==> src/rtl/axil_monitor.sv <==
// Passive AXI4-Lite monitor: payload stability, outstanding-count and stall-timeout checks on all five channels.
// Define AXIL_MONITOR_ASSERT_EN to add per-flag concurrent assertions and per-channel handshake covers.
module axil_monitor #(
    parameter int C_AXI_DATA_WIDTH = 32,
    parameter int C_AXI_ADDR_WIDTH = 8,
    parameter int MAX_OUTSTANDING  = 4,
    parameter int TIMEOUT_CYCLES   = 16
) (
    input  logic                          AXI_ACLK,
    input  logic                          AXI_ARESET,
    input  logic [C_AXI_ADDR_WIDTH-1:0]   AXI_AWADDR,
    input  logic [2:0]                    AXI_AWPROT,
    input  logic                          AXI_AWVALID,
    input  logic                          AXI_AWREADY,
    input  logic [C_AXI_DATA_WIDTH-1:0]   AXI_WDATA,
    input  logic [C_AXI_DATA_WIDTH/8-1:0] AXI_WSTRB,
    input  logic                          AXI_WVALID,
    input  logic                          AXI_WREADY,
    input  logic [1:0]                    AXI_BRESP,
    input  logic                          AXI_BVALID,
    input  logic                          AXI_BREADY,
    input  logic [C_AXI_ADDR_WIDTH-1:0]   AXI_ARADDR,
    input  logic [2:0]                    AXI_ARPROT,
    input  logic                          AXI_ARVALID,
    input  logic                          AXI_ARREADY,
    input  logic [C_AXI_DATA_WIDTH-1:0]   AXI_RDATA,
    input  logic [1:0]                    AXI_RRESP,
    input  logic                          AXI_RVALID,
    input  logic                          AXI_RREADY,
    input  logic                          err_clr,
    output logic [8:0]                    err_sticky,
    output logic                          err_pulse,
    output logic [3:0]                    wr_outstanding,
    output logic [3:0]                    rd_outstanding
);

    localparam int NCH = 5;
    localparam int PW  = C_AXI_DATA_WIDTH + C_AXI_DATA_WIDTH/8 + C_AXI_ADDR_WIDTH + 3;
    localparam int TW  = (TIMEOUT_CYCLES < 2) ? 1 : $clog2(TIMEOUT_CYCLES + 1);
    localparam logic [3:0]    MAX_C = 4'(MAX_OUTSTANDING);
    localparam logic [TW-1:0] TMAX  = TW'(TIMEOUT_CYCLES);

    // Channel index matches the stability-violation bit: 0 AW, 1 W, 2 AR, 3 B, 4 R
    logic [NCH-1:0] vld, rdy, hs;
    logic [PW-1:0]  pay [NCH];

    assign vld = {AXI_RVALID, AXI_BVALID, AXI_ARVALID, AXI_WVALID, AXI_AWVALID};
    assign rdy = {AXI_RREADY, AXI_BREADY, AXI_ARREADY, AXI_WREADY, AXI_AWREADY};
    assign hs  = vld & rdy;

    assign pay[0] = PW'({AXI_AWADDR, AXI_AWPROT});
    assign pay[1] = PW'({AXI_WDATA, AXI_WSTRB});
    assign pay[2] = PW'({AXI_ARADDR, AXI_ARPROT});
    assign pay[3] = PW'(AXI_BRESP);
    assign pay[4] = PW'({AXI_RDATA, AXI_RRESP});

    function automatic logic [3:0] cnt_next(input logic [3:0] cnt, input logic inc, input logic dec);
        logic [3:0] r;
        r = cnt;
        if (inc && !dec && cnt != MAX_C)
            r = cnt + 4'd1;
        else if (dec && !inc && cnt != 4'd0)
            r = cnt - 4'd1;
        return r;
    endfunction

    function automatic logic cnt_ovf(input logic [3:0] cnt, input logic inc, input logic dec);
        return inc && !dec && (cnt == MAX_C);
    endfunction

    // Stage p1: previous-cycle handshake state; chk_en_p1 masks the first cycle after reset
    logic [NCH-1:0] vld_p1, rdy_p1;
    logic [PW-1:0]  pay_p1 [NCH];
    logic           chk_en_p1;
    logic [3:0]     aw_pend_p1, w_pend_p1, rd_pend_p1;
    logic [TW-1:0]  wait_p1 [NCH];

    always_ff @(posedge AXI_ACLK) begin
        if (AXI_ARESET) begin
            vld_p1     <= '0;
            rdy_p1     <= '0;
            chk_en_p1  <= 1'b0;
            aw_pend_p1 <= '0;
            w_pend_p1  <= '0;
            rd_pend_p1 <= '0;
            for (int i = 0; i < NCH; i++) begin
                pay_p1[i]  <= '0;
                wait_p1[i] <= '0;
            end
        end else begin
            vld_p1     <= vld;
            rdy_p1     <= rdy;
            chk_en_p1  <= 1'b1;
            aw_pend_p1 <= cnt_next(aw_pend_p1, hs[0], hs[3]);
            w_pend_p1  <= cnt_next(w_pend_p1,  hs[1], hs[3]);
            rd_pend_p1 <= cnt_next(rd_pend_p1, hs[2], hs[4]);
            for (int i = 0; i < NCH; i++) begin
                pay_p1[i] <= pay[i];
                if (vld[i] && !rdy[i]) begin
                    if (wait_p1[i] != TMAX)
                        wait_p1[i] <= wait_p1[i] + TW'(1);
                end else begin
                    wait_p1[i] <= '0;
                end
            end
        end
    end

    assign wr_outstanding = (aw_pend_p1 < w_pend_p1) ? aw_pend_p1 : w_pend_p1;
    assign rd_outstanding = rd_pend_p1;

    logic [NCH-1:0] stab_err;
    logic           tmo_hit;
    logic           ovf_hit;
    logic [8:0]     err_set;

    always_comb begin
        stab_err = '0;
        tmo_hit  = 1'b0;
        for (int i = 0; i < NCH; i++) begin
            if (vld_p1[i] && !rdy_p1[i] && (!vld[i] || pay[i] != pay_p1[i]))
                stab_err[i] = 1'b1;
            // Fires only on the cycle the wait counter reaches the limit, not while it sits saturated
            if (TIMEOUT_CYCLES > 0 && vld[i] && !rdy[i] && wait_p1[i] == TMAX - TW'(1))
                tmo_hit = 1'b1;
        end
        ovf_hit = cnt_ovf(aw_pend_p1, hs[0], hs[3]) ||
                  cnt_ovf(w_pend_p1,  hs[1], hs[3]) ||
                  cnt_ovf(rd_pend_p1, hs[2], hs[4]);
        err_set = {ovf_hit, tmo_hit,
                   hs[4] && (rd_outstanding == 4'd0),
                   hs[3] && (wr_outstanding == 4'd0),
                   stab_err};
        if (!chk_en_p1)
            err_set = '0;
    end

    // Stage p2: sticky flags and new-set pulse; clear wins over a same-cycle set
    always_ff @(posedge AXI_ACLK) begin
        if (AXI_ARESET || err_clr) begin
            err_sticky <= '0;
            err_pulse  <= 1'b0;
        end else begin
            err_sticky <= err_sticky | err_set;
            err_pulse  <= |(err_set & ~err_sticky);
        end
    end

`ifdef AXIL_MONITOR_ASSERT_EN
    genvar ga, gc;
    generate
        for (ga = 0; ga < 9; ga++) begin : g_flag_assert
            a_flag: assert property (@(posedge AXI_ACLK) disable iff (AXI_ARESET) !$rose(err_sticky[ga]));
        end
        for (gc = 0; gc < NCH; gc++) begin : g_hs_cover
            c_hs: cover property (@(posedge AXI_ACLK) disable iff (AXI_ARESET) hs[gc]);
        end
    endgenerate
`endif

endmodule

==> config.mk <==
export PLATFORM = sky130hd
export DESIGN_NAME = axil_monitor
export DESIGN_NICKNAME = d
export VERILOG_FILES = /design/src/rtl/axil_monitor.sv
export SDC_FILE = /design/constraint.sdc
export NUM_CORES = 1
export LEC_CHECK = 0
export ABC_AREA = 0
export CAP_MARGIN = 10
export CORE_MARGIN = 2
export CORE_UTILIZATION = 50
export CTS_CLUSTER_DIAMETER = 30
export CTS_CLUSTER_SIZE = 10
export DETAILED_ROUTE_END_ITERATION = 16
export GPL_ROUTABILITY_DRIVEN = 0
export HOLD_SLACK_MARGIN = 0.03
export PLACE_DENSITY_LB_ADDON = 0.1
export SLEW_MARGIN = 5
export SYNTH_ARGS = -nofsm -noshare
export SYNTH_HDL_FRONTEND = slang
export SYNTH_SLANG_ARGS = --single-unit
==> constraint.sdc <==
create_clock -name AXI_ACLK -period 3.4 [get_ports AXI_ACLK]
set_input_delay 1.02 -clock AXI_ACLK [delete_from_list [all_inputs] [get_ports AXI_ACLK]]
set_output_delay 1.02 -clock AXI_ACLK [all_outputs]
set_load 0.03 [all_outputs]
==> impl_results.md <==
- Status: complete, no violations
- HP Class: reg2reg
- Worst Setup Path Type: reg2out
- Fmax: 306 MHz
- Setup Skew: 0.0125 ns
- Register area share after synthesis: 0.484
- Yosys cell types: 51
- Synth Register Bits: 152
- Most area-hungry cell type in the Yosys netlist: dfxtp_1
- Pwr Density: 544 nW/um^2
- First-pass GRT wire length: 23300 um
- Fin. max-slew vios: 0
- Slew @ Worst Pin: 0.679 ns
- Clock transition at path regs: 0.06 ns
- Arrival time worst endpoint: 2.25 ns
- Required time worst endpoint: 2.38 ns
- PortBufs: 124
- # fillers: 1076
- Row count: 42
- Initial Util: 0.508
- Crit Path Max Fanout: 5
- # diodes: 0
- Ranking of synthesized cells by area: dfxtp_1 (39%), nor2b_1 (10%), edfxtp_1 (9.0%)
- Async S/R FF share, synth: 0
- Final Hold Fails: 0
- Final setup violation count: 0
- Area Overhead vs Synth: 31.4%
- Nets: 940
- Largest net degree at the start of global routing: 67
- CP endpoint kind: output port
- Lkg Pwr: 3.49 nW
- Min Tclk post-route: 3.27 ns
- RSZ-0062 raised after global routing: no
- Die span in y: 120 um
- Worst-skew pair later-pin latency: 0.42 ns
- Layout cell share with drive strength beyond 1: 0.0781
- CTS Hold Bufs: 0
- Placed cell count: 962
- Root buf cell: clkbuf_16
- GRT Util Overall: 0.207
- Synth Flop Type: dfxtp_1
- CP startpoint kind: register
- Total Wirelength: 13900 um
- Syn_area_per_cell: 10.1 um^2
- Total gr overflow: 0
- EDFF count, synth: 20
- CTS tree: built
- Final Core Density: 0.668
- Clk buf depth: 2
- DRC: 0
- Routed WL per cell: 14.0 um
- Clock sink total: 152
- Core area: 13200 um^2
- DIE AREA: 14400 um^2
- FF/Latch Area: 3240 um^2
- Fin crit share: 0.961
- Top cell type's share of synthesized area: 0.394
- Die Wd: 120 um
- Mapped Nets: 798
- Multi-input logic area: 3280 um^2
- Syn Inst Count: 664
- Vias per cell: 4.91
- Synth warnings: 0
- Vias: 4882
- Worst slew margin: 0.547
- I/O pins: 125
- Number of global-route vias before repair: 5075
- CTS Buf Count: 17
- Mapped Area: 6710 um^2
- Dpl hpwl: 10400 um
- H-Tree Depth: 4
- Non-filler cells, final: 995
- Worst vdd ir: 385 uV
- Antenna violations before repair: 0
- Max Cap Viol: 0
- Drt pass-1 iters: 4
- Final TNS setup: 0 ns
- Starting DRT DRC Count: 246
- Post-DRT Antenna Nets: 0
-- through the flow --
stage	hold WS, ns	area (um^2)	total power, W	setup slack, ns
final	0.489	8810	0.00480	0.131
after CTS	0.499	8800	0.00482	0.0297
after detailed placement	0.466	8200	0.00294	0.0319
after global placement	0.467	8200	0.00291	0.137
after global routing	0.531	8810	0.00502	0.00666
after floorplan	0.487	6710	0.00260	0.436
-- state kept, by name, summed over array words and instances, names as in the netlist --
name	count
rdy_p1	5
rd_outstanding	4
wait_p1	25
aw_pend_p1	4
pay_p1	94
vld_p1	5
err_pulse	1
w_pend_p1	4
err_sticky	9
chk_en_p1	1
-- final cells by class --
class                      count  area share
clock inverter                14      0.0176
tap                          176      0.0250
multi-input combinational    465       0.372
timing repair buffer         140       0.154
inverter                      30      0.0128
clock buffer                  18      0.0498
sequential                   152       0.368
-- cell usage in the layout, fill, tap and decap left out, types with 4 or more instances in the layout --
cell type and count:
dfxtp_1 131, clkdlybuf4s50_1 119, nor2b_1 108, xor2_1 67, nor2_1 60, xnor2_1 47
inv_1 30, ha_1 24, edfxtp_1 20, nor4_1 19, clkbuf_16 17, buf_4 17
nand2_1 16, nand4_1 16, a21oi_1 13, nor3_1 10, nand3_1 9, o21ai_0 9
nand2b_1 8, and3_1 5, mux2i_1 5, clkinv_2 5, nand3b_1 4, clkinvlp_4 4
-- synth_stat cells (all sizes together), types with 4 or more instances --
master	instances
o21ai	11
xnor2	47
xor2	67
dfxtp	132
mux2i	5
clkbuf	15
nand4	16
inv	30
nand3	9
nand3b	4
ha	24
edfxtp	20
nand2	16
nor3	11
nor4	19
nor2	60
a21oi	15
nand2b	8
a21o	4
nor2b	108
and3	5
-- critical path, stage by stage, from the launching register on --
cell and delay, ns:
dfxtp_2 0.37, inv_1 0.11, ha_1 0.30, a211oi_2 0.26, or2_4 0.18, mux2_2 0.34
clkdlybuf4s15_2 0.28
-- routing by layer --
layer / wire length (um) / global-route usage
met1: 6320 / 0.253
met5: 0 / 0
met3: 708 / 0.0637
met4: 234 / 0.0831
met2: 6630 / 0.341
-- final timing paths --
| check | startpoint | end | slack, ns | cells after the start |
|---|---|---|---|---|
| worst max-delay path | w_pend_p1[2] | wr_outstanding[0] | 0.13 | 6 |
| worst min-delay path | err_sticky[7] | err_sticky[7] | 0.49 | 2 |
| worst max register to register | aw_pend_p1[0] | aw_pend_p1[3] | 0.76 | 9 |
| worst min register to register | err_sticky[7] | err_sticky[7] | 0.49 | 2 |
-- power breakdown --
part,switching (W),internal (W)
Sequential,0.0000747,0.00193
Clock,0.000718,0.00116
Combinational,0.000437,0.000474
Total,0.00123,0.00357
-- logic make-up (layout without fill, tap and decap cells) --
| group | count (synthesis) | in the layout | share of synthesized area |
|---|---|---|---|
| compound gates | 47 | 47 | 0.0476 |
| flops | 152 | 152 | 0.484 |
| xor+xnor | 114 | 114 | 0.149 |
| mux | 7 | 7 | 0.0108 |
| simple gates | 270 | 270 | 0.228 |
| buf+inv | 47 | 202 | 0.0276 |
| fa+ha+maj | 27 | 27 | 0.0537 |
-- timing repair --
item | in CTS | in global routing
endpoints found under the setup margin | 3 | 4
buffers inserted | 0 | 1
pin swaps | 0 | 1
resized for setup | 5 | 3
No activity file was read; power rests on OpenSTA's default activity.
